### src/rtl/alu_seq.sv
// alu_seq: sequenced ALU with single-cycle ops and an iterative shift-add multiply.
module alu_seq #(
  parameter int WIDTH = 12
) (
  input  logic             clk,
  input  logic             reset,
  input  logic             start,
  input  logic [3:0]       op,
  input  logic [WIDTH-1:0] ac,
  input  logic [WIDTH-1:0] bus,
  output logic             busy,
  output logic             done,
  output logic [WIDTH-1:0] result,
  output logic             z_flag,
  output logic             c_flag,
  output logic             err
);
  localparam int CW = $clog2(WIDTH) + 1;
  typedef enum logic {S_IDLE, S_MUL} state_t;
  state_t               state_q, state_d;
  logic [2*WIDTH-1:0]   mcand_q, mcand_d, acc_q, acc_d, acc_nx;
  logic [WIDTH-1:0]     mplier_q, mplier_d, result_q, result_d;
  logic [CW-1:0]        cnt_q, cnt_d;
  logic                 done_q, done_d, z_q, z_d, c_q, c_d, err_q, err_d;
  logic [WIDTH:0]       alu;
  always_ff @(posedge clk) begin
    if (reset) begin
      state_q  <= S_IDLE;
      mcand_q  <= '0;
      acc_q    <= '0;
      mplier_q <= '0;
      cnt_q    <= '0;
      result_q <= '0;
      done_q   <= 1'b0;
      z_q      <= 1'b0;
      c_q      <= 1'b0;
      err_q    <= 1'b0;
    end else begin
      state_q  <= state_d;
      mcand_q  <= mcand_d;
      acc_q    <= acc_d;
      mplier_q <= mplier_d;
      cnt_q    <= cnt_d;
      result_q <= result_d;
      done_q   <= done_d;
      z_q      <= z_d;
      c_q      <= c_d;
      err_q    <= err_d;
    end
  end
  always_comb begin
    state_d  = state_q;
    mcand_d  = mcand_q;
    acc_d    = acc_q;
    mplier_d = mplier_q;
    cnt_d    = cnt_q;
    result_d = result_q;
    done_d   = 1'b0;
    z_d      = z_q;
    c_d      = c_q;
    err_d    = err_q;
    acc_nx   = acc_q + (mplier_q[0] ? mcand_q : '0);
    // bit WIDTH carries the carry/borrow/shift-out for the single-cycle ops
    case (op)
      4'd1:    alu = {1'b0, bus};
      4'd2:    alu = {1'b0, ac} + {1'b0, bus};
      4'd3:    alu = {1'b0, ac} - {1'b0, bus};
      4'd5:    alu = {1'b0, ac} + (WIDTH+1)'(1);
      4'd7:    alu = {1'b0, ac ^ bus};
      4'd8:    alu = {1'b0, ac & bus};
      4'd9:    alu = {1'b0, ac | bus};
      4'd10:   alu = {ac, 1'b0};
      4'd11:   alu = {ac[0], 1'b0, ac[WIDTH-1:1]};
      default: alu = '0;
    endcase
    if (state_q == S_IDLE && start) begin
      if (op == 4'd4) begin
        state_d  = S_MUL;
        mcand_d  = {{WIDTH{1'b0}}, ac};
        mplier_d = bus;
        acc_d    = '0;
        cnt_d    = '0;
      end else begin
        done_d = 1'b1;
        err_d  = op > 4'd11;
        if (op != 4'd0 && op <= 4'd11) begin
          result_d = alu[WIDTH-1:0];
          c_d      = alu[WIDTH];
          z_d      = ~|alu[WIDTH-1:0];
        end
      end
    end else if (state_q == S_MUL) begin
      acc_d    = acc_nx;
      mcand_d  = mcand_q << 1;
      mplier_d = mplier_q >> 1;
      cnt_d    = cnt_q + CW'(1);
      if (cnt_q == CW'(WIDTH-1)) begin
        state_d  = S_IDLE;
        done_d   = 1'b1;
        err_d    = 1'b0;
        result_d = acc_nx[WIDTH-1:0];
        c_d      = |acc_nx[2*WIDTH-1:WIDTH];
        z_d      = ~|acc_nx[WIDTH-1:0];
      end
    end
  end
  assign busy   = state_q == S_MUL;
  assign done   = done_q;
  assign result = result_q;
  assign z_flag = z_q;
  assign c_flag = c_q;
  assign err    = err_q;
endmodule

### config.mk
export PLATFORM = sky130hd
export DESIGN_NAME = alu_seq
export DESIGN_NICKNAME = d
export VERILOG_FILES = /design/src/rtl/alu_seq.sv
export SDC_FILE = /design/constraint.sdc
export NUM_CORES = 1
export LEC_CHECK = 0
export CAP_MARGIN = 0
export CORE_UTILIZATION = 56
export DETAILED_ROUTE_END_ITERATION = 7
export PLACE_DENSITY = 0.79
export SLEW_MARGIN = 15
export SYNTH_ARGS = -nofsm -noshare
export SYNTH_HDL_FRONTEND = slang
export SYNTH_SLANG_ARGS = --single-unit
### constraint.sdc
create_clock -name clk -period 5.2 [get_ports clk]
set_input_delay 0.78 -clock clk [delete_from_list [all_inputs] [get_ports clk]]
set_output_delay 0.78 -clock clk [all_outputs]
set_load 0.01 [all_outputs]
=== Word-level counts from Yosys, hierarchy flattened ===
Index checks and enable logic that the tools add are counted.

* Equality and inequality tests: 14
* Mux-type cells: 41
* Order comparisons: 2
* Reductions and logical operators: 13
* Bitwise gates (word level): 4
* Add/sub/neg operators: 5

{| class="wikitable"
|+ Operator list
! cell !! number
|-
| $mux W24 || 7
|-
| $pmux W13 S9 || 1
|-
| $mux W12 || 8
|-
| $reduce_or A12 Y1 || 3
|-
| $add A24 B24 Y24 || 1
|-
| $mux W1 || 22
|-
| $eq A4 B4 Y1 const B || 4
|-
| $mux W5 || 3
|-
| $add A12 B1 Y13 const B || 1
|-
| $add A12 B12 Y13 || 1
|-
| $sub A12 B12 Y13 || 1
|-
| $and A12 B12 Y12 || 1
|-
| $eq A4 B3 Y1 const B || 3
|-
| $or A12 B12 Y12 || 1
|-
| $xor A12 B12 Y12 || 1
|-
| $eq A4 B2 Y1 const B || 2
|-
| $add A5 B1 Y5 const B || 1
|-
| $eq A5 B4 Y1 const B || 1
|-
| $eq A4 B1 Y1 const B || 1
|-
| $gt A4 B4 Y1 const B || 1
|-
| $le A4 B4 Y1 const B || 1
|-
| $ne A2 B1 Y1 const B || 2
|-
| $reduce_and A4 Y1 || 1
|-
| $reduce_bool A2 Y1 || 2
|-
| other kinds (7) || 9
|}

* Register bits after elaboration: 82
* Input port bits: 31
* Word-level logic and storage cells: 89

=== Depth between registers and ports, before layout ===
Gate-level depths: netlist of run 1.

* Depth after elaboration: 7
* Mapped depth: 17
* Depth with buffers taken out: 16

=== Worst setup path after synthesis of run 1 ===
OpenSTA, ideal clock, no wires.

* Kind: input -> register
* Start: in op[3]
* End: reg result_q[10] (netlist: result[10])
* Library setup time: 0.132 ns
* Cell stages on the path: 16
* Slack: 0.988 ns
* Arrival: 4.080 ns
* Path buffers: 3
* Path through: clkbuf_1 > clkbuf_1 > nor3_1 > clkbuf_1 > a22o_1 > inv_1 > fa_1 > and2b_1 > o31a_1 > o31a_1 > nor4_1 > o41ai_1 > xnor2_1 > a221o_1 > a221oi_1 > nor3_1

* Longest elaborated chain between the ends: 5
* Elaborated cells between the ends (all ways): 20
* Those cells by class: order compare: 1; eq/ne: 12; mux: 4; reduce/logical: 3

{| class="wikitable"
|+ Ends and longest elaborated chain
! item !! line !! text
|-
| from (decl) || 8 || <nowiki>input logic [3:0] op,</nowiki>
|-
| $eq A4 B4 Y1, or another cell as far along || 64 || <nowiki>case (op)</nowiki>
|-
| $pmux W13 S9 || 64 ||
|-
| $mux W12 || 86 || <nowiki>if (op != 4'd0 && op <= 4'd11) begin</nowiki>
|-
| $mux W12 || 77 || <nowiki>if (op == 4'd4) begin</nowiki>
|-
| $mux W12 || 76 || <nowiki>if (state_q == S_IDLE && start) begin</nowiki>
|-
| to (signal assigned) || 44 || <nowiki>result_q <= result_d;</nowiki>
|-
| to (decl) || 22 || <nowiki>logic [WIDTH-1:0] mplier_q, mplier_d, result_q, result_d;</nowiki>
|}

Several ways; a longest one is shown, not always the timed one. The select of a mux whose other input is x is not followed.
A chain may end at the register's enable or synchronous reset.

=== Final worst setup path of run 1 ===
* Start: in op[2]
* End: reg result_q[10] (netlist: result[10])

The elaborated chain is that of the path after synthesis.

==> results.yml, run 1 <==
placement:
  dp.cells: 1036
  gp_congestion: 0.9480
  preCtsSetupSlack_ns: 0.4098
  port_buffers: 47
  hpwl_um: 14560
yosys:
  syn-instance-count: 882
  synth_seq_area_share_pct: 24.79
  synth-seq-cells: 82
  synth_area_per_cell_um2: 7.507
  syn_area_um2: 6621
  synth_commonest_cells: "nor2_1 (112), nand2_1 (93), a21oi_1 (83)"
  synth_edf_count: 0
  synth.most_common_cell: "nor2_1"
  synth_nets: 977
  yosysTopAreaCell: "dfxtp_1"
  ys_types: 74
  async_reset_ff_share_pct: 0
  synth_top_area_share_pct: 24.79
  netlist_top_cells_area: "dfxtp_1 (25%), ha_1 (12%), nor2_1 (6.3%), a21oi_1 (6.3%), nand2_1 (5.3%)"
  synth_top_flop_cell: "dfxtp_1"
  yosysWarnings: 0
sta:
  slew_viol_final: 0
  setup_violations: 0
  setup_slack_ns: 0.7065
  period_share_pct: 86.41
  finClkSkew_ns: 0.004681
  max_slew.worst_pin.slew_ns: 1.035
  rsz0062_at_grt: "false"
  fin_tns_setup_ns: 0
  slew_headroom_pct: 30.50
  fmax_ghz: 0.2225
  hold_violations: 0
  period_minus_slack_ns: 4.494
drt:
  viasPerCell: 6.303
  postRouteAntennaNets: 0
  vias: 6631
  wl_um: 19330
  dr.pass1.iters: 6
  detail_route.wl_per_cell_um: 18.37
  drc: 0
  drt_iter0_drc: 546
die:
  start_util_pct: 57.74
  fp.dieH_um: 110.7
  io_pins: 48
  die_w_um: 110.7
  core_um2: 11470
  dieArea_um2: 12260
  rows: 39
hold_path:
  hp-start: "acc_q[22]$_SDFFE_PP0P_"
  min_to: "acc_q[22]$_SDFFE_PP0P_"
  holdPathStages: 2
  hold_class: "reg2reg"
setup_path:
  path_buf_inv: 2
  crit_family: "compound AO/OA/AOI/OAI gates"
  r2r_cells: 12
  crit_fanout: 7
  critPathArrivalTime_ns: 4.71
  crit_required_ns: 5.41
  r2r_end: "c_flag$_SDFFE_PP0P_"
  path_cells: "clkdlybuf4s50_1 -> nor2b_1 -> nand2b_1 -> nand2_1 -> ha_1 -> inv_1 -> fa_1 -> and2b_1 -> o31a_1 -> o31a_1 -> nor4_1 -> o41ai_1 -> xnor2_1 -> a221o_1 -> a221oi_1 -> nor3_1"
  crit_slowest_cell: "clkdlybuf4s50_1"
  path_class: "in2reg"
  startpoint_type: "input pin"
  endpoint_kind: "register"
  crit_start: "op[2]"
  rrSetupSlack_ns: 1.47
  cp_common_cell: "o31a_1"
  cpPeakStageDelay_ns: 0.47
  rr_startpoint: "mplier_q[0]$_SDFFE_PP0P_"
global_routing:
  antenna_found_initial: 0
  grt_pass1_vias: 6556
  grtUsageTotal_pct: 32.10
  grt_pass1_wl_um: 32090
  grt_start_max_net_pins: 47
  grt-ovfl-total: 0
cts:
  ctsHoldBuffers: 0
  numCtsBuffers: 9
  root_buffer: "clkbuf_16"
  tritoncts: "done"
  postCtsSetupRepairBufs: 0
  cts.htree.levels: 3
  cts.path.max_buffers: 2
  clk_pin_slew_ns: 0.06
  clock_sinks: 82
  clock_latency_ns: 0.34
  ctsResizeCount: 0
layout:
  drive_gt1_share_pct: 5.171
  final_cells: 1052
  areaGrowthSynthToFinish_pct: 12.36
  diodes: 0
  nNetsFinal: 999
  final_core_util_pct: 64.88
  fill_cells: 1024
  multi_input_area_um2: 4603
  regArea_um2: 1642
job:
  drv_cap: 0
power:
  ir_drop_mv: 0.1905
  power_leakage_nw: 3.130
  power_density_nw_per_um2: 228.3
outcome:
  status: "completed"
[report_power, final]
| part | leakage [nW] | switching, mW | internal (mW) | total [mW] |
|---|---|---|---|---|
| Combinational | 2.32 | 0.230 | 0.148 | 0.379 |
| Clock | 0.147 | 0.252 | 0.398 | 0.650 |
| Sequential | 0.667 | 0.0169 | 0.653 | 0.670 |
| Total | 3.13 | 0.499 | 1.20 | 1.70 |
[metal layers]
layer	part of all wire (%)	GRT usage (%)	up-vias	wire, um
met4	3.7	15.11	0	723
met2	48	54.70	230	9328
met3	4.8	3.991	64	932
met1	43	40.21	3113	8341
met5	0	0	-	0
li1	-	-	3224	-
[flip-flops by register name (all words and copies together), names as in the netlist]
| register | count |
|---|---|
| z_flag | 1 |
| busy | 1 |
| mplier_q | 12 |
| c_flag | 1 |
| result | 12 |
| err | 1 |
| mcand_q | 24 |
| cnt_q | 5 |
| done | 1 |
| acc_q | 24 |
[tightest hold or removal path, cell delays in order, from the launching register on]
cell	delay [ns]
dfxtp_1	0.31
nand2_1	0.05
a21oi_1	0.05
[metrics by stage]
stage          hold WS [ns]  total power [mW]  instance area, um2
4_1_cts              0.4598             1.699                7440
3_3_place_gp         0.4437             1.049                7141
2_1_floorplan        0.4362            0.9214                6621
3_5_place_dp         0.4531             1.056                7141
5_1_grt              0.4962             1.770                7440
6_report             0.4575             1.698                7440
[worst max path at each step]
stage	cells past startpoint	to
CTS	16	result[10]$_SDFFE_PP0P_
finish	16	result[10]$_SDFFE_PP0P_
global route	16	result[10]$_SDFFE_PP0P_
global placement	16	result[10]$_SDFFE_PP0P_
detailed placement	16	result[10]$_SDFFE_PP0P_
floorplan	16	result[10]$_SDFFE_PP0P_
[cell usage in the layout (no fill, tap or decap), types with 25 or more instances in the layout]
| master | synthesis | routed |
|---|---|---|
| and2_1 | 25 | 25 |
| clkdlybuf4s50_1 | 0 | 46 |
| nand2_1 | 93 | 93 |
| o21ai_0 | 41 | 41 |
| and3_1 | 32 | 32 |
| nor2_1 | 112 | 112 |
| ha_1 | 62 | 62 |
| dfxtp_1 | 82 | 82 |
| inv_1 | 36 | 36 |
| a21oi_1 | 83 | 83 |
[logic make-up after synthesis]
| kind of cell | count (synthesis) | share of synthesized area (%) |
|---|---|---|
| simple gates | 348 | 24.66 |
| compound gates | 259 | 26.27 |
| buf+inv | 88 | 5.725 |
| flops | 82 | 24.79 |
| fa+ha+maj | 64 | 12.32 |
| xor+xnor | 29 | 3.836 |
| mux | 12 | 2.400 |
[layout make-up]
class	instances	area share [%]
flip-flops and latches	82	22.07
clock buffers	14	3.549
clock inverters	2	0.4709
well taps	143	2.405
inverters	37	1.867
repair buffers	62	7.770
multi-input cells	712	61.87
Power figures use the tool's default switching activity.
==> inputs of run 2 (changes only) <==
--- a/config.mk
+++ b/config.mk
@@ -6,7 +6,7 @@
 export NUM_CORES = 1
 export LEC_CHECK = 0
 export CAP_MARGIN = 0
-export CORE_UTILIZATION = 56
+export CORE_UTILIZATION = 54
 export DETAILED_ROUTE_END_ITERATION = 7
 export PLACE_DENSITY = 0.79
 export SLEW_MARGIN = 15
==> constraint.sdc (replaced) <==
create_clock -name clk -period 4 [get_ports clk]
set_input_delay 0.6 -clock clk [delete_from_list [all_inputs] [get_ports clk]]
set_output_delay 0.6 -clock clk [all_outputs]
set_load 0.01 [all_outputs]
==> run 2 against run 1 <==
Sequential share of layout area fell by 0.84 points. Clock skew rose by 0.0061 ns. First-iteration DRC count fell by 4.6%. Final area rose by 4.0%. Non-clock buffer count rose by 42. Flip-flop and latch count did not move. Sequential power rose by 30%. Clock-buffer cell count fell by 2. Total power rose by 28%. Critical endpoint is now c_flag$_SDFFE_PP0P_.
==> results.yml, run 2 (synthesis gave the netlist of run 1 again) <==
die:
  fp.dieH_um: 112.7
  core_um2: 11960
  die_w_um: 112.7
  dieArea_um2: 12710
  start_util_pct: 55.36
  io_pins: 48
  rows: 40
global_routing:
  grt_pass1_vias: 6183
  grt-ovfl-total: 0
  grt_pass1_wl_um: 29900
  grtUsageTotal_pct: 29.20
  antenna_found_initial: 0
  grt_start_max_net_pins: 45
placement:
  hpwl_um: 13490
  port_buffers: 47
  dp.cells: 1082
  gp_congestion: 0.9596
  preCtsSetupSlack_ns: -0.1450
power:
  ir_drop_mv: 0.2119
  seqPwrFrac_pct: 40.2
  cell_internal_pwr_mw: 1.511
  pwr-share-comb_pct: 24.1
  netSwitchingPower_uw: 655.4
  power_frac_clock_pct: 35.7
  switching_share_pct: 30.26
  power_leakage_nw: 3.311
  power_density_nw_per_um2: 280.0
sta:
  setup_slack_ns: 0.2475
  slew_headroom_pct: 41.88
  fmax_ghz: 0.2665
  fin_hold_ws_ns: 0.4535
  finClkSkew_ns: 0.01083
  hold_violations: 0
  period_share_pct: 93.81
  setup_violations: 0
  rsz0062_at_grt: "false"
  slew_viol_final: 0
  max_slew.worst_pin.slew_ns: 0.8686
  period_minus_slack_ns: 3.753
  fin_tns_setup_ns: 0
layout:
  diodes: 0
  areaGrowthSynthToFinish_pct: 16.82
  final_common_cell: "nor2_1"
  mostFrequentLayoutCells: "nor2_1 (112), nand2_1 (93), a21oi_1 (83)"
  drive_gt1_share_pct: 9.464
  fill_cells: 1088
  top_regs: "acc_q: 24 flops, mcand_q: 24 flops"
  multi_input_area_um2: 4603
  final_cells: 1098
  nNetsFinal: 1041
  regArea_um2: 1642
drt:
  dr.pass1.iters: 5
  vias: 6618
  detail_route.wl_per_cell_um: 16.64
  drc: 0
  viasPerCell: 6.027
  drt_iter0_drc: 521
  wl_um: 18270
  postRouteAntennaNets: 0
cts:
  clock_sinks: 82
  cts.path.max_buffers: 2
  numCtsBuffers: 9
  root_buffer: "clkbuf_16"
  clk_pin_slew_ns: 0.06
  clock_latency_ns: 0.34
  tritoncts: "done"
  cts.htree.levels: 3
setup_path:
  startpoint_type: "input pin"
  crit_fanout: 3
  path_class: "in2reg"
  endpoint_kind: "register"
  critPathArrivalTime_ns: 4.00
  cp_common_cell: "a21oi_1"
  path_cells: "clkdlybuf4s50_1 -> inv_1 -> nand3_1 -> or3_1 -> or4_1 -> o21ai_1 -> nand3_1 -> o21ai_0 -> ha_1 -> buf_4 -> a21oi_1 -> o21bai_1 -> a21oi_1 -> o21ai_0 -> xor2_1 -> o22ai_1 -> a21oi_1 -> a211oi_1"
  crit_required_ns: 4.25
  crit_slowest_cell: "or4_1"
  cpPeakStageDelay_ns: 0.44
hold_path:
  hold_class: "reg2reg"
outcome:
  status: "completed"
job:
  drv_cap: 0
[run 2: cell count changes in the layout (fill, tap and decap cells not counted), sizes merged]
cell,delta
buf,+42
clkinvlp,+3
clkbuf,-2
bufinv,-1
[run 2: area by class of cell]
cell class / count / share of cell area [%]
Clock buffer: 12 / 3.187
Clock inverter: 4 / 0.3559
Inverter: 37 / 1.796
Multi-Input combinational cell: 712 / 59.51
Sequential cell: 82 / 21.22
Tap cell: 147 / 2.378
Timing Repair Buffer: 104 / 11.55
[run 2: critical path: cells and delay by family]
kind	cells	cell delay, ns
compound gates	9	1.27
xor+xnor	1	0.19
buf+inv	3	0.67
simple gates	4	0.97
fa+ha+maj	1	0.28
[run 2: timing repair]
action | 4_1_cts | 5_1_grt
setup endpoints to repair | 0 | 1
hold buffers | 0 | 0
hold endpoints to repair | 0 | 0
gates resized for setup | 0 | 1
buffers inserted | 0 | 0
[run 2: final timing paths]
path              depth (start not counted)                     end  slack (ns)                      from
setup / recovery                         18     c_flag$_SDFFE_PP0P_        0.25                    bus[1]
setup reg to reg                         13     c_flag$_SDFFE_PP0P_        0.30  mplier_q[0]$_SDFFE_PP0P_
hold reg to reg                           2  result[7]$_SDFFE_PP0P_        0.45    result[7]$_SDFFE_PP0P_
hold / removal                            2  result[7]$_SDFFE_PP0P_        0.45    result[7]$_SDFFE_PP0P_
[run 2: per-stage QoR]
| step | power, mW | utilization [%] | area (um2) |
|---|---|---|---|
| 3_3_place_gp | 1.393 | 62.37 | 7461 |
| 2_1_floorplan | 1.198 | - | 6623 |
| 5_1_grt | 2.266 | 64.67 | 7735 |
| 3_5_place_dp | 1.399 | 62.37 | 7461 |
| 6_report | 2.166 | 64.67 | 7735 |
| 4_1_cts | 2.166 | 64.67 | 7735 |
[run 2: power groups by stage]
stage	registers [mW]	logic, mW	clock network [mW]
4_1_cts	0.871	0.514	0.781
5_1_grt	0.874	0.570	0.822
3_3_place_gp	0.888	0.505	0
3_5_place_dp	0.888	0.510	0
2_1_floorplan	0.888	0.310	0
6_report	0.871	0.521	0.773
[run 2: routing by layer]
layer / global-route usage (%) / routed length, um
met2: 47.65 / 8367
met3: 4.231 / 1102
met1: 37.85 / 8170
met5: 0 / 0
met4: 14.40 / 632
==> inputs of run 3 (changes only) <==
--- a/config.mk
+++ b/config.mk
@@ -6,9 +6,10 @@
 export NUM_CORES = 1
 export LEC_CHECK = 0
 export CAP_MARGIN = 0
-export CORE_UTILIZATION = 54
+export CORE_UTILIZATION = 56
+export CTS_BUF_LIST = sky130_fd_sc_hd__clkbuf_8
 export DETAILED_ROUTE_END_ITERATION = 7
-export PLACE_DENSITY = 0.79
+export PLACE_DENSITY = 0.82
 export SLEW_MARGIN = 15
 export SYNTH_ARGS = -nofsm -noshare
 export SYNTH_HDL_FRONTEND = slang
==> run 3 against run 2 <==
Combinational power is essentially flat. Global-route usage grew 1.1 points. Total power shrank 7.5%. Via count grew 1.6%. Clock skew grew 0.00065 ns. Fmax shrank 0.22%. Critical path depth shrank 5. Die area shrank 3.5%. Largest cell class unchanged. Highest routed layer unchanged.
==> results.yml, run 3 (synthesis gave the netlist of run 1 again) <==
cts:
  clock_latency_ns: 0.36
  tritoncts: "done"
  cts.path.max_buffers: 2
  root_buffer: "clkbuf_8"
  numCtsBuffers: 9
  ctsResizeCount: 0
  cts.htree.levels: 3
  ctsHoldBuffers: 0
  postCtsSetupRepairBufs: 0
  clock_sinks: 82
  clk_pin_slew_ns: 0.08
layout:
  areaGrowthSynthToFinish_pct: 15.70
  final_common_cell: "nor2_1"
  mostFrequentLayoutCells: "nor2_1 (112), nand2_1 (93), a21oi_1 (83)"
  diodes: 0
  drive_gt1_share_pct: 9.789
  final_cells: 1093
  top_regs: "acc_q: 24 flops, mcand_q: 24 flops"
  finalInstanceArea_um2: 7661
  nNetsFinal: 1040
job:
  drv_cap: 0
global_routing:
  grt_pass1_vias: 6253
  grt-ovfl-total: 0
  antenna_found_initial: 0
  grtUsageTotal_pct: 30.34
  grt_start_max_net_pins: 54
  grt_pass1_wl_um: 30830
drt:
  detail_route.wl_per_cell_um: 16.94
  dr.pass1.iters: 5
  drt_iter0_drc: 551
  postRouteAntennaNets: 0
  wl_um: 18520
  viasPerCell: 6.155
  drc: 0
  vias: 6727
placement:
  port_buffers: 47
  gp_congestion: 0.9240
  hpwl_um: 13920
  dp.cells: 1077
  placed_area_um2: 7448
hold_path:
  holdPathStages: 2
  hp-start: "acc_q[22]$_SDFFE_PP0P_"
  hold_class: "reg2reg"
setup_path:
  crit_fanout: 12
  path_cells: "and2_1 -> ha_1 -> fa_1 -> a21o_2 -> a221oi_4 -> o21ai_0 -> a2111oi_2 -> nor2_1 -> xnor2_1 -> nand4b_1 -> o41ai_2 -> buf_4 -> a211oi_1"
  startpoint_type: "register"
  endpoint: "c_flag$_SDFFE_PP0P_"
  crit_start: "mplier_q[0]$_SDFFE_PP0P_"
  endpoint_kind: "register"
  r2r_cells: 13
  r2r_end: "c_flag$_SDFFE_PP0P_"
  cpPeakStageDelay_ns: 0.44
  rrSetupSlack_ns: 0.24
  critPathArrivalTime_ns: 3.96
  path_class: "reg2reg"
  crit_slowest_cell: "dfxtp_1"
  rr_startpoint: "mplier_q[0]$_SDFFE_PP0P_"
  crit_required_ns: 4.20
sta:
  fin_tns_setup_ns: 0
  fmax_ghz: 0.2659
  max_slew.worst_pin.slew_ns: 0.9988
  hold_violations: 0
  finClkSkew_ns: 0.01148
  slew_viol_final: 0
  setup_violations: 0
  slew_headroom_pct: 33.41
  period_share_pct: 94.02
  period_minus_slack_ns: 3.761
  rsz0062_at_grt: "false"
die:
  io_pins: 48
  die_w_um: 110.7
  dieArea_um2: 12260
  start_util_pct: 57.74
  fp.dieH_um: 110.7
  rows: 39
  core_um2: 11470
power:
  power_leakage_nw: 3.282
  ir_drop_mv: 0.1911
  power_density_nw_per_um2: 261.7
outcome:
  status: "completed"
## run 3: cell types whose count changed in the layout (fill, tap and decap cells not counted), sizes merged
cell and delta:
inv +2, bufinv +1, clkbuf -3, buf -1
## run 3: area by class of cell
cell class | count | area [um2]
Clock buffer | 9 | 123.9
Tap cell | 143 | 178.9
Fill cell | 973 | 3806
Clock inverter | 7 | 70.07
Timing Repair Buffer | 103 | 885.9
Sequential cell | 82 | 1642
Multi-Input combinational cell | 712 | 4622
Inverter | 37 | 138.9
## run 3: where the power goes
group          internal (mW)  switching [mW]
registers              0.848          0.0261
logic                  0.224           0.296
clock network          0.287           0.323
## run 3: worst min-delay path by stage
stage / to / slack (ns)
2_1_floorplan: acc_q[22]$_SDFFE_PP0P_ / 0.44
3_3_place_gp: acc_q[22]$_SDFFE_PP0P_ / 0.45
3_5_place_dp: acc_q[22]$_SDFFE_PP0P_ / 0.46
4_1_cts: acc_q[22]$_SDFFE_PP0P_ / 0.47
5_1_grt: acc_q[22]$_SDFFE_PP0P_ / 0.49
6_report: acc_q[22]$_SDFFE_PP0P_ / 0.47
## run 3: metal layers
metal / up-vias / part of all wire (%) / track usage (%)
met3: 38 / 5.2 / 3.280
met2: 230 / 47 / 49.57
li1: 3310 / - / -
met1: 3149 / 45 / 41.07
met5: - / 0 / 0
met4: 0 / 2.7 / 11.73
## run 3: critical path: cells and delay by family (launching register included)
kind	cells	cell delay [ns]
compound gates	6	1.55
fa+ha+maj	2	0.64
simple gates	3	0.51
flops	1	0.44
xor+xnor	1	0.27
buf+inv	1	0.19
## run 3: metrics by stage
stage / utilization (%) / setup slack, ns / power [mW] / hold WS, ns
2_1_floorplan: - / 0.04262 / 1.198 / 0.4362
3_3_place_gp: 64.95 / -0.09839 / 1.393 / 0.4496
5_1_grt: 66.81 / 0.02254 / 2.107 / 0.4862
6_report: 66.81 / 0.2394 / 2.005 / 0.4669
3_5_place_dp: 64.95 / -0.1644 / 1.401 / 0.4558
4_1_cts: 66.64 / 0.1414 / 1.995 / 0.4678
